--- config.mk ---
export PLATFORM = sky130hd
export DESIGN_NAME = uart_tx_arbiter
export DESIGN_NICKNAME = d
export VERILOG_FILES = /design/src/rtl/uart_tx_arbiter.sv
export SDC_FILE = /design/constraint.sdc
export NUM_CORES = 1
export LEC_CHECK = 0
export BUFFER_PORTS_ARGS = -buffer_cell sky130_fd_sc_hd__buf_2
export CORE_UTILIZATION = 60
export DETAILED_ROUTE_END_ITERATION = 8
export PLACE_DENSITY = 0.89
export SKIP_CTS_REPAIR_TIMING = 1
export SLEW_MARGIN = 10
export SYNTH_ARGS = -nofsm -noshare
export SYNTH_HDL_FRONTEND = slang
export SYNTH_SLANG_ARGS = --single-unit
--- constraint.sdc ---
create_clock -name i_Clk -period 3.35 [get_ports i_Clk]
set_input_delay 0.5025 -clock i_Clk [delete_from_list [all_inputs] [get_ports i_Clk]]
set_output_delay 0.5025 -clock i_Clk [all_outputs]
set_load 0.03 [all_outputs]
--- src/rtl/uart_tx_arbiter.sv ---
// Round-robin arbiter sharing one uart_tx between two byte producers (A, B),
// each buffered by its own byte FIFO.

module uart_tx_arbiter_fifo #(
  parameter int unsigned DEPTH = 8
) (
  input  logic       i_Clk,
  input  logic       rst,
  input  logic       wr_i,
  input  logic [7:0] data_i,
  input  logic       pop_i,
  output logic [7:0] head_c_o,
  output logic       empty_o,
  output logic       full_o,
  output logic       ovf_o
);

  localparam int unsigned PTR_W = (DEPTH > 1) ? $clog2(DEPTH) : 1;
  localparam int unsigned CNT_W = PTR_W + 1;

  logic [7:0]       mem_q [DEPTH];
  logic [PTR_W-1:0] wr_ptr_q, wr_ptr_d;
  logic [PTR_W-1:0] rd_ptr_q, rd_ptr_d;
  logic [CNT_W-1:0] cnt_q, cnt_d;
  logic             empty_q, empty_d;
  logic             full_q, full_d;
  logic             ovf_q, ovf_d;
  logic             push_c;
  logic             pop_c;

  // Full decision uses the pre-edge count, so a same-edge pop never rescues a write.
  always_comb begin
    push_c   = wr_i & ~full_q;
    pop_c    = pop_i & ~empty_q;
    wr_ptr_d = wr_ptr_q + PTR_W'(push_c);
    rd_ptr_d = rd_ptr_q + PTR_W'(pop_c);
    cnt_d    = cnt_q + CNT_W'(push_c) - CNT_W'(pop_c);
    empty_d  = (cnt_d == '0);
    full_d   = (cnt_d == CNT_W'(DEPTH));
    ovf_d    = ovf_q | (wr_i & full_q);
  end

  always_ff @(posedge i_Clk) begin
    if (push_c) begin
      mem_q[wr_ptr_q] <= data_i;
    end
  end

  always_ff @(posedge i_Clk or negedge rst) begin
    if (!rst) begin
      wr_ptr_q <= '0;
      rd_ptr_q <= '0;
      cnt_q    <= '0;
      empty_q  <= 1'b1;
      full_q   <= 1'b0;
      ovf_q    <= 1'b0;
    end else begin
      wr_ptr_q <= wr_ptr_d;
      rd_ptr_q <= rd_ptr_d;
      cnt_q    <= cnt_d;
      empty_q  <= empty_d;
      full_q   <= full_d;
      ovf_q    <= ovf_d;
    end
  end

  assign head_c_o = mem_q[rd_ptr_q];
  assign empty_o  = empty_q;
  assign full_o   = full_q;
  assign ovf_o    = ovf_q;

endmodule

module uart_tx_arbiter #(
  parameter int unsigned FIFO_DEPTH  = 8,
  parameter int unsigned ACT_TIMEOUT = 4
) (
  input  logic       i_Clk,
  input  logic       rst,
  input  logic       i_A_DV,
  input  logic [7:0] i_A_Byte,
  output logic       o_A_Full,
  output logic       o_A_Ovf,
  input  logic       i_B_DV,
  input  logic [7:0] i_B_Byte,
  output logic       o_B_Full,
  output logic       o_B_Ovf,
  output logic       o_Tx_DV,
  output logic [7:0] o_Tx_Byte,
  input  logic       i_Tx_Active,
  input  logic       i_Tx_Done,
  output logic       o_Grant,
  output logic       o_Busy
);

  localparam int unsigned TMO_W = (ACT_TIMEOUT > 1) ? $clog2(ACT_TIMEOUT) : 1;

  localparam logic [1:0] ST_IDLE      = 2'd0;
  localparam logic [1:0] ST_LAUNCH    = 2'd1;
  localparam logic [1:0] ST_WAIT_ACT  = 2'd2;
  localparam logic [1:0] ST_WAIT_DONE = 2'd3;

  logic [1:0]       state_q, state_d;
  logic [TMO_W-1:0] tmo_q, tmo_d;
  logic [7:0]       byte_q, byte_d;
  logic             grant_q, grant_d;
  logic             dv_q, dv_d;
  logic             busy_q, busy_d;

  logic             pop_a_c, pop_b_c, pick_b_c;
  logic [7:0]       a_head_c, b_head_c;
  logic             a_empty, b_empty;

  uart_tx_arbiter_fifo #(.DEPTH(FIFO_DEPTH)) u_fifo_a (
    .i_Clk    (i_Clk),
    .rst      (rst),
    .wr_i     (i_A_DV),
    .data_i   (i_A_Byte),
    .pop_i    (pop_a_c),
    .head_c_o (a_head_c),
    .empty_o  (a_empty),
    .full_o   (o_A_Full),
    .ovf_o    (o_A_Ovf)
  );

  uart_tx_arbiter_fifo #(.DEPTH(FIFO_DEPTH)) u_fifo_b (
    .i_Clk    (i_Clk),
    .rst      (rst),
    .wr_i     (i_B_DV),
    .data_i   (i_B_Byte),
    .pop_i    (pop_b_c),
    .head_c_o (b_head_c),
    .empty_o  (b_empty),
    .full_o   (o_B_Full),
    .ovf_o    (o_B_Ovf)
  );

  // Next-state: IDLE arbitrates and pops; a still-active transmitter blocks new launches.
  always_comb begin
    state_d  = state_q;
    tmo_d    = tmo_q;
    byte_d   = byte_q;
    grant_d  = grant_q;
    pop_a_c  = 1'b0;
    pop_b_c  = 1'b0;
    pick_b_c = 1'b0;

    case (state_q)
      ST_IDLE: begin
        if (!i_Tx_Active && (!a_empty || !b_empty)) begin
          if (a_empty) begin
            pick_b_c = 1'b1;
          end else if (b_empty) begin
            pick_b_c = 1'b0;
          end else begin
            pick_b_c = ~grant_q;
          end
          pop_a_c = ~pick_b_c;
          pop_b_c = pick_b_c;
          byte_d  = pick_b_c ? b_head_c : a_head_c;
          grant_d = pick_b_c;
          state_d = ST_LAUNCH;
        end
      end
      ST_LAUNCH: begin
        tmo_d   = '0;
        state_d = ST_WAIT_ACT;
      end
      ST_WAIT_ACT: begin
        // An early Done wins over Active; a silent transmitter drops the byte.
        if (i_Tx_Done) begin
          state_d = ST_IDLE;
        end else if (i_Tx_Active) begin
          state_d = ST_WAIT_DONE;
        end else if (tmo_q == TMO_W'(ACT_TIMEOUT - 1)) begin
          state_d = ST_IDLE;
        end else begin
          tmo_d = tmo_q + TMO_W'(1);
        end
      end
      ST_WAIT_DONE: begin
        if (i_Tx_Done) begin
          state_d = ST_IDLE;
        end
      end
      default: begin
        state_d = ST_IDLE;
      end
    endcase

    dv_d   = (state_d == ST_LAUNCH);
    busy_d = (state_d != ST_IDLE);
  end

  always_ff @(posedge i_Clk or negedge rst) begin
    if (!rst) begin
      state_q <= ST_IDLE;
      tmo_q   <= '0;
      byte_q  <= 8'h00;
      grant_q <= 1'b0;
      dv_q    <= 1'b0;
      busy_q  <= 1'b0;
    end else begin
      state_q <= state_d;
      tmo_q   <= tmo_d;
      byte_q  <= byte_d;
      grant_q <= grant_d;
      dv_q    <= dv_d;
      busy_q  <= busy_d;
    end
  end

  assign o_Tx_DV   = dv_q;
  assign o_Tx_Byte = byte_q;
  assign o_Grant   = grant_q;
  assign o_Busy    = busy_q;

endmodule
== Word-level counts from Yosys, hierarchy flattened ==
Memory sizes are Yosys's and may differ from the RTL's.
Cells that the tools add are included.

* Add/subtract/negate cells: 9
* Eq/ne operators: 10
* Multiplexer cells: 23
* Bitwise gates (word level): 14
* Reductions and logical operators: 12

{| class="wikitable"
|+ Operators by type and width
! cell !! number
|-
| $mux 2 || 8
|-
| $add 3x1->3 || 4
|-
| $mux 1 || 12
|-
| $add 4x1->4 || 2
|-
| $eq 4x4->1 const B || 2
|-
| $logic_not 4->1 || 2
|-
| $mux 8 || 1
|-
| $pmux 2 s4 || 1
|-
| $sub 4x1->4 || 2
|-
| $and 1x1->1 || 6
|-
| $eq 2x2->1 const B || 3
|-
| $ne 2x2->1 const B || 3
|-
| $not 1->1 || 6
|-
| $eq 2x1->1 const B || 2
|-
| $pmux 2 s2 || 1
|-
| $reduce_and 4->1 || 1
|-
| $reduce_bool 2->1 || 2
|-
| $logic_not 1->1 || 3
|-
| $add 2x1->2 const B || 1
|-
| $logic_not 2->1 || 1
|-
| $or 1x1->1 || 2
|-
| $reduce_and 2->1 || 1
|-
| $logic_and 1x1->1 || 1
|-
| $logic_or 1x1->1 || 1
|}

* Flip-flop bits (word level): 41
* RAM bits: 128
* Output and inout port bits: 15
* Memories: 2

{| class="wikitable"
|+ Memories
! memory !! words !! width !! read ports !! clocked after memory_dff !! write ports !! line !! text
|-
| u_fifo_a.mem_q || 8 || 8 || 1 || 0 || 1 || 21 || <nowiki>logic [7:0] mem_q [DEPTH];</nowiki>
|-
| u_fifo_b.mem_q || 8 || 8 || 1 || 0 || 1 || 21 ||
|}

== Longest topological paths before layout ==
* Depth in word-level cells: 11
* Mapped depth: 11
* Depth with buffers taken out: 10

== Hierarchy ==
Synthesis repeated with hierarchy kept, for this count alone.

* Cells, all modules: 356
* Area, all modules: 6,926.6 µm²

{| class="wikitable"
|+ Modules (own cells, without submodules)
! module !! times used !! cells an instance !! area each (µm²)
|-
| uart_tx_arbiter_fifo || 2 || 150 || 3,109.2
|-
| uart_tx_arbiter || 1 || 56 || 708.2
|}

== Least setup slack after synthesis ==
No wires, ideal clock.

* Path type: input-to-reg
* Start: in i_Tx_Active
* End: reg u_fifo_b.full_q (netlist: u_fifo_b.full_o)
* Setup time: 0.073 ns
* Arrival time: 2.765 ns
* Required time: 3.277 ns
* Path slack: 0.513 ns
* Cell stages on the path: 10
* Path buffers: 0
* Cells stage by stage: or3_1 nor3_4 ha_1 inv_1 ha_1 inv_1 fa_1 inv_1 or3_1 nor2b_1

* Longest elaborated chain between the ends: 7

{| class="wikitable"
|+ RTL lines
! what !! line !! text
|-
| start, declared || 90 || <nowiki>input logic i_Tx_Active,</nowiki>
|-
| $logic_not 1->1 || 150 || <nowiki>if (!i_Tx_Active && (!a_empty || !b_empty)) begin</nowiki>
|-
| $logic_and 1x1->1 || 150 ||
|-
| $mux 1 || 150 ||
|-
| $mux 1 || 148 || <nowiki>case (state_q)</nowiki>
|-
| $and 1x1->1 || 34 || <nowiki>pop_c = pop_i & ~empty_q;</nowiki>
|-
| $sub 4x1->4 || 37 || <nowiki>cnt_d = cnt_q + CNT_W'(push_c) - CNT_W'(pop_c);</nowiki>
|-
| named net u_fifo_b.cnt_d[1] || 24 || <nowiki>logic [CNT_W-1:0] cnt_q, cnt_d;</nowiki>
|-
| $eq 4x4->1 || 39 || <nowiki>full_d = (cnt_d == CNT_W'(DEPTH));</nowiki>
|-
| named net u_fifo_b.full_d || 26 || <nowiki>logic full_q, full_d;</nowiki>
|-
| end signal, assigned || 62 || <nowiki>full_q <= full_d;</nowiki>
|-
| end, declared || 26 ||
|}

The timed path passes the listed nets, and every way through them passes these cells.
A chain may end at the register's enable or synchronous reset.

== Final worst setup path ==
* Start: reg state_q[1]
* End: reg u_fifo_a.full_q (netlist: u_fifo_a.full_o)

* Longest elaborated chain between the ends: 5

{| class="wikitable"
|+ RTL lines
! what !! line !! text
|-
| start, declared || 103 || <nowiki>logic [1:0] state_q, state_d;</nowiki>
|-
| start signal, assigned || 204 || <nowiki>state_q <= state_d;</nowiki>
|-
| $logic_not 2->1 || 148 ||
|-
| $mux 1 || 148 ||
|-
| $and 1x1->1 || 34 ||
|-
| $sub 4x1->4 || 37 ||
|-
| named net u_fifo_a.cnt_d[1] || 24 ||
|-
| $eq 4x4->1 || 39 ||
|-
| named net u_fifo_a.full_d || 26 ||
|-
| end signal, assigned || 62 ||
|-
| end, declared || 26 ||
|}

The timed path passes the listed nets, and every way through them passes these cells.

==> flow_summary_export.csv <==
group,metric,value,unit
global_routing,grt_pass1_wl,19.23,mm
worst_setup_path,worstPathArrival,3.35,ns
clocking,clock_sinks,169,
sta,slew_headroom,34.67,%
finish,stdcell_count,566,
finish,final_util,69.93,%
floorplanning,boundaryPins,37,
yosys,synthSimpleGateAreaFrac,4.456,%
finish,layout-drive-gt1-share,27.70,%
sta,fmax,332.8,MHz
sta,rsz0062_at_grt,"false",
outcome,outcome,"completed",
finish,area_delta_synth_final,13.00,%
route,vias,3320,
pwr,powerDensity,907.0,nW/um^2
place,dp.cells,534,
global_routing,antenna_found_initial,0,
global_routing,grt_usage,23.56,%
route,vias_per_cell,5.866,
sta,fin_skew,0.007418,ns
clocking,root_buffer,"clkbuf_16",
sta,min_period_over_period,89.70,%
sta,tns,0,ns
worst_setup_path,slowest_delay,0.49,ns
worst_setup_path,end_kind,"flip-flop",
yosys,synthMuxAreaShare,13.87,%
finish,fillers,679,
global_routing,overflow,0,
pwr,power,6.936,mW
yosys,ys_ff_latch,169,
worst_setup_path,crit_chain,"or3_1 -> nor3_1 -> ha_1 -> inv_1 -> ha_1 -> inv_1 -> fa_1 -> inv_1 -> or3_1 -> nor2b_1",
sta,setup_violations,0,
clocking,clkLatencyLatePin,0.42,ns
floorplanning,die_area,11710,um^2
clocking,cts.path.max_buffers,2,
route,drcViolationCount,0,
yosys,synth_compound_area_share,2.625,%
place,dp_hpwl,7.866,mm
yosys,seq_area_frac_synth,71.99,%
yosys,syn_avg_cell_area,18.70,um^2
floorplanning,fp.coreArea,10940,um^2
yosys,synthAdderAreaFrac,3.550,%
yosys,yosys_warnings,0,
floorplanning,rows,38,
yosys,syn_inst,362,
finish,final_net_count,453,
yosys,synth_cell_type_count,32,
worst_setup_path,worstReg2RegStart,"state_q[1]$_DFF_PN0_",
yosys,synthesis.area,6768,um^2
worst_setup_path,critical_path.startpoint_type,"flip-flop",
place,port_buffers,36,
route,dr.pass1.iters,4,
worst_setup_path,cp_data_required_time,3.70,ns
worst_setup_path,crit_type,"flip-flop to flip-flop",
floorplanning,initial_core_util,61.89,%
sta,tightest_slew,0.9800,ns
worst_setup_path,setup.worst_path.start,"state_q[1]$_DFF_PN0_",
clocking,cts_buffers,17,
worst_setup_path,reg2reg_to,"u_fifo_a.full_o$_DFF_PN0_",
place,place_congestion,0.7550,
global_routing,grt_pass1_vias,3598,
worst_setup_path,reg2reg_slack,0.34,ns
worst_setup_path,crit_buf_inv,3,
job,max-cap-violations,0,
global_routing,grt_max_degree,42,
route,wirelength,12.20,mm
sta,period_minus_slack,3.005,ns
route,ant_nets,0,
clocking,clkTransAtPathRegs,0.07,ns
clocking,cts_tree,"built",
floorplanning,dieWidth,108.2,um
clocking,htree_levels,4,
yosys,syn-num-nets,402,
route,wl_per_cell,21.56,um
route,drtIter0Drc,209,
worst_setup_path,path_common_cell,"inv_1",
floorplanning,dieHeight,108.2,um
yosys,synth_top_family_by_area,"multiplexers",
worst_setup_path,r2r_cells,10,
worst_setup_path,slowest_stage,"fa_1",
min_path,hp-class,"input port to async pin",
finish,n_antenna_cell,0,
pwr,max-vdd-ir-drop,520.3,uV
sta,hold_violations,0,
pwr,p_leak,2.866,nW
sta,final-max-slew-violation-count,0,
yosys,synth-xor-area-share,1.424,%
worst_setup_path,cp_max_fo,7,
worst_setup_path,cp_top_family,"simple AND/OR/NAND/NOR gates",
-- logic make-up (layout without fill, tap and decap cells) --
| kind of cell | after synthesis | in the layout |
|---|---|---|
| flops | 169 | 169 |
| simple gates | 63 | 63 |
| mux | 48 | 48 |
| buf+inv | 28 | 92 |
| compound gates | 25 | 25 |
| fa+ha+maj | 18 | 18 |
| xor+xnor | 11 | 11 |
-- routing by layer --
layer	track usage (%)	vias up	wire [um]
li1	-	1506	-
met2	41.86	92	6707
met4	9.883	0	183
met5	0	-	0
met1	27.76	1706	4759
met3	5.124	16	554
-- cell usage after synthesis --
cell type,number,share of area [%]
a21o_1,6,0.67
a21oi_1,6,0.44
a22oi_1,6,0.67
a22oi_2,2,0.37
and2_1,1,0.092
buf_12,1,0.30
buf_2,4,0.30
buf_6,2,0.33
clkbuf_1,5,0.28
dfrtp_1,39,14
dfstp_2,2,0.78
edfxtp_1,128,57
fa_1,2,0.59
ha_1,16,3.0
inv_1,15,0.83
inv_2,1,0.055
mux2_2,16,2.7
mux4_1,10,3.9
mux4_2,22,7.3
nand2_1,21,1.2
nand2b_1,7,0.65
nor2_1,17,0.94
nor2b_1,5,0.46
nor3_1,6,0.44
nor3_4,1,0.24
o211ai_1,2,0.22
o21ai_1,2,0.15
o31ai_1,1,0.11
or2_1,1,0.092
or3_1,4,0.37
xnor2_1,6,0.78
xor2_1,5,0.65
-- flip-flops by register name, indices dropped and copies added, names as in the netlist --
name / count
u_fifo_a.mem_q: 64
u_fifo_b.mem_q: 64
o_Tx_Byte: 8
u_fifo_a.cnt_q: 4
u_fifo_b.cnt_q: 4
u_fifo_a.rd_ptr_q: 3
u_fifo_a.wr_ptr_q: 3
u_fifo_b.rd_ptr_q: 3
u_fifo_b.wr_ptr_q: 3
state_q: 2
tmo_q: 2
o_Busy: 1
o_Grant: 1
o_Tx_DV: 1
u_fifo_a.empty_o: 1
u_fifo_a.full_o: 1
u_fifo_a.ovf_o: 1
u_fifo_b.empty_o: 1
u_fifo_b.full_o: 1
u_fifo_b.ovf_o: 1
-- through the flow --
| stage | cell area, um^2 | setup WS, ns | hold slack [ns] |
|---|---|---|---|
| floorplan | 6768 | 0.5126 | 0.2069 |
| global placement | 7102 | 0.4915 | 0.4329 |
| detailed placement | 7102 | 0.4130 | 0.4386 |
| CTS | 7647 | 0.3403 | 0.2274 |
| global route | 7647 | 0.2386 | 0.2810 |
| finish | 7647 | 0.3450 | 0.2063 |
-- worst max path at each step --
stage                            endpoint  slack, ns  depth (start not counted)
2_1_floorplan   u_fifo_b.full_o$_DFF_PN0_       0.51                         10
3_3_place_gp    u_fifo_a.full_o$_DFF_PN0_       0.49                         11
3_5_place_dp   u_fifo_a.empty_o$_DFF_PN1_       0.41                         11
4_1_cts         u_fifo_a.full_o$_DFF_PN0_       0.34                         10
5_1_grt         u_fifo_a.full_o$_DFF_PN0_       0.24                         10
6_report        u_fifo_a.full_o$_DFF_PN0_       0.34                         10
-- worst reg2reg max path: stages, from the launching register on --
cell and delay, ns:
dfrtp_1 0.45, or3_1 0.47, nor3_1 0.32, ha_1 0.31
inv_1 0.08, ha_1 0.18, inv_1 0.07, fa_1 0.49
inv_1 0.05, or3_1 0.39, nor2b_1 0.12
-- power breakdown --
part           switching, mW  internal (mW)
sequential             0.463           2.73
clock                  0.820          0.967
combinational          0.975          0.977
total                   2.26           4.68
-- cell usage in the layout, fill, tap and decap left out, types with 4 or more instances in the layout --
cell type and count:
edfxtp_1 128, dfrtp_1 39, buf_2 36, mux4_2 22, nand2_1 21, nor2_1 17, clkbuf_16 17, mux2_2 16
ha_1 16, inv_1 15, mux4_1 10, buf_4 8, nand2b_1 7, nor3_1 6, xnor2_1 6, a21o_1 6
a21oi_1 6, a22oi_1 6, nor2b_1 5, xor2_1 5, or3_1 4, inv_6 4, clkinv_4 4
-- area by class of cell --
| class | count | area [um^2] | share of cell area, % |
|---|---|---|---|
| clock buffer | 18 | 429.2 | 5.612 |
| clock inverter | 14 | 116.4 | 1.522 |
| inverter | 16 | 60.06 | 0.7853 |
| multi-input combinational | 165 | 1754 | 22.94 |
| sequential | 169 | 4872 | 63.71 |
| tap | 140 | 175.2 | 2.291 |
| timing repair buffer | 44 | 240.2 | 3.141 |
No activity file was read; power rests on OpenSTA's default activity.
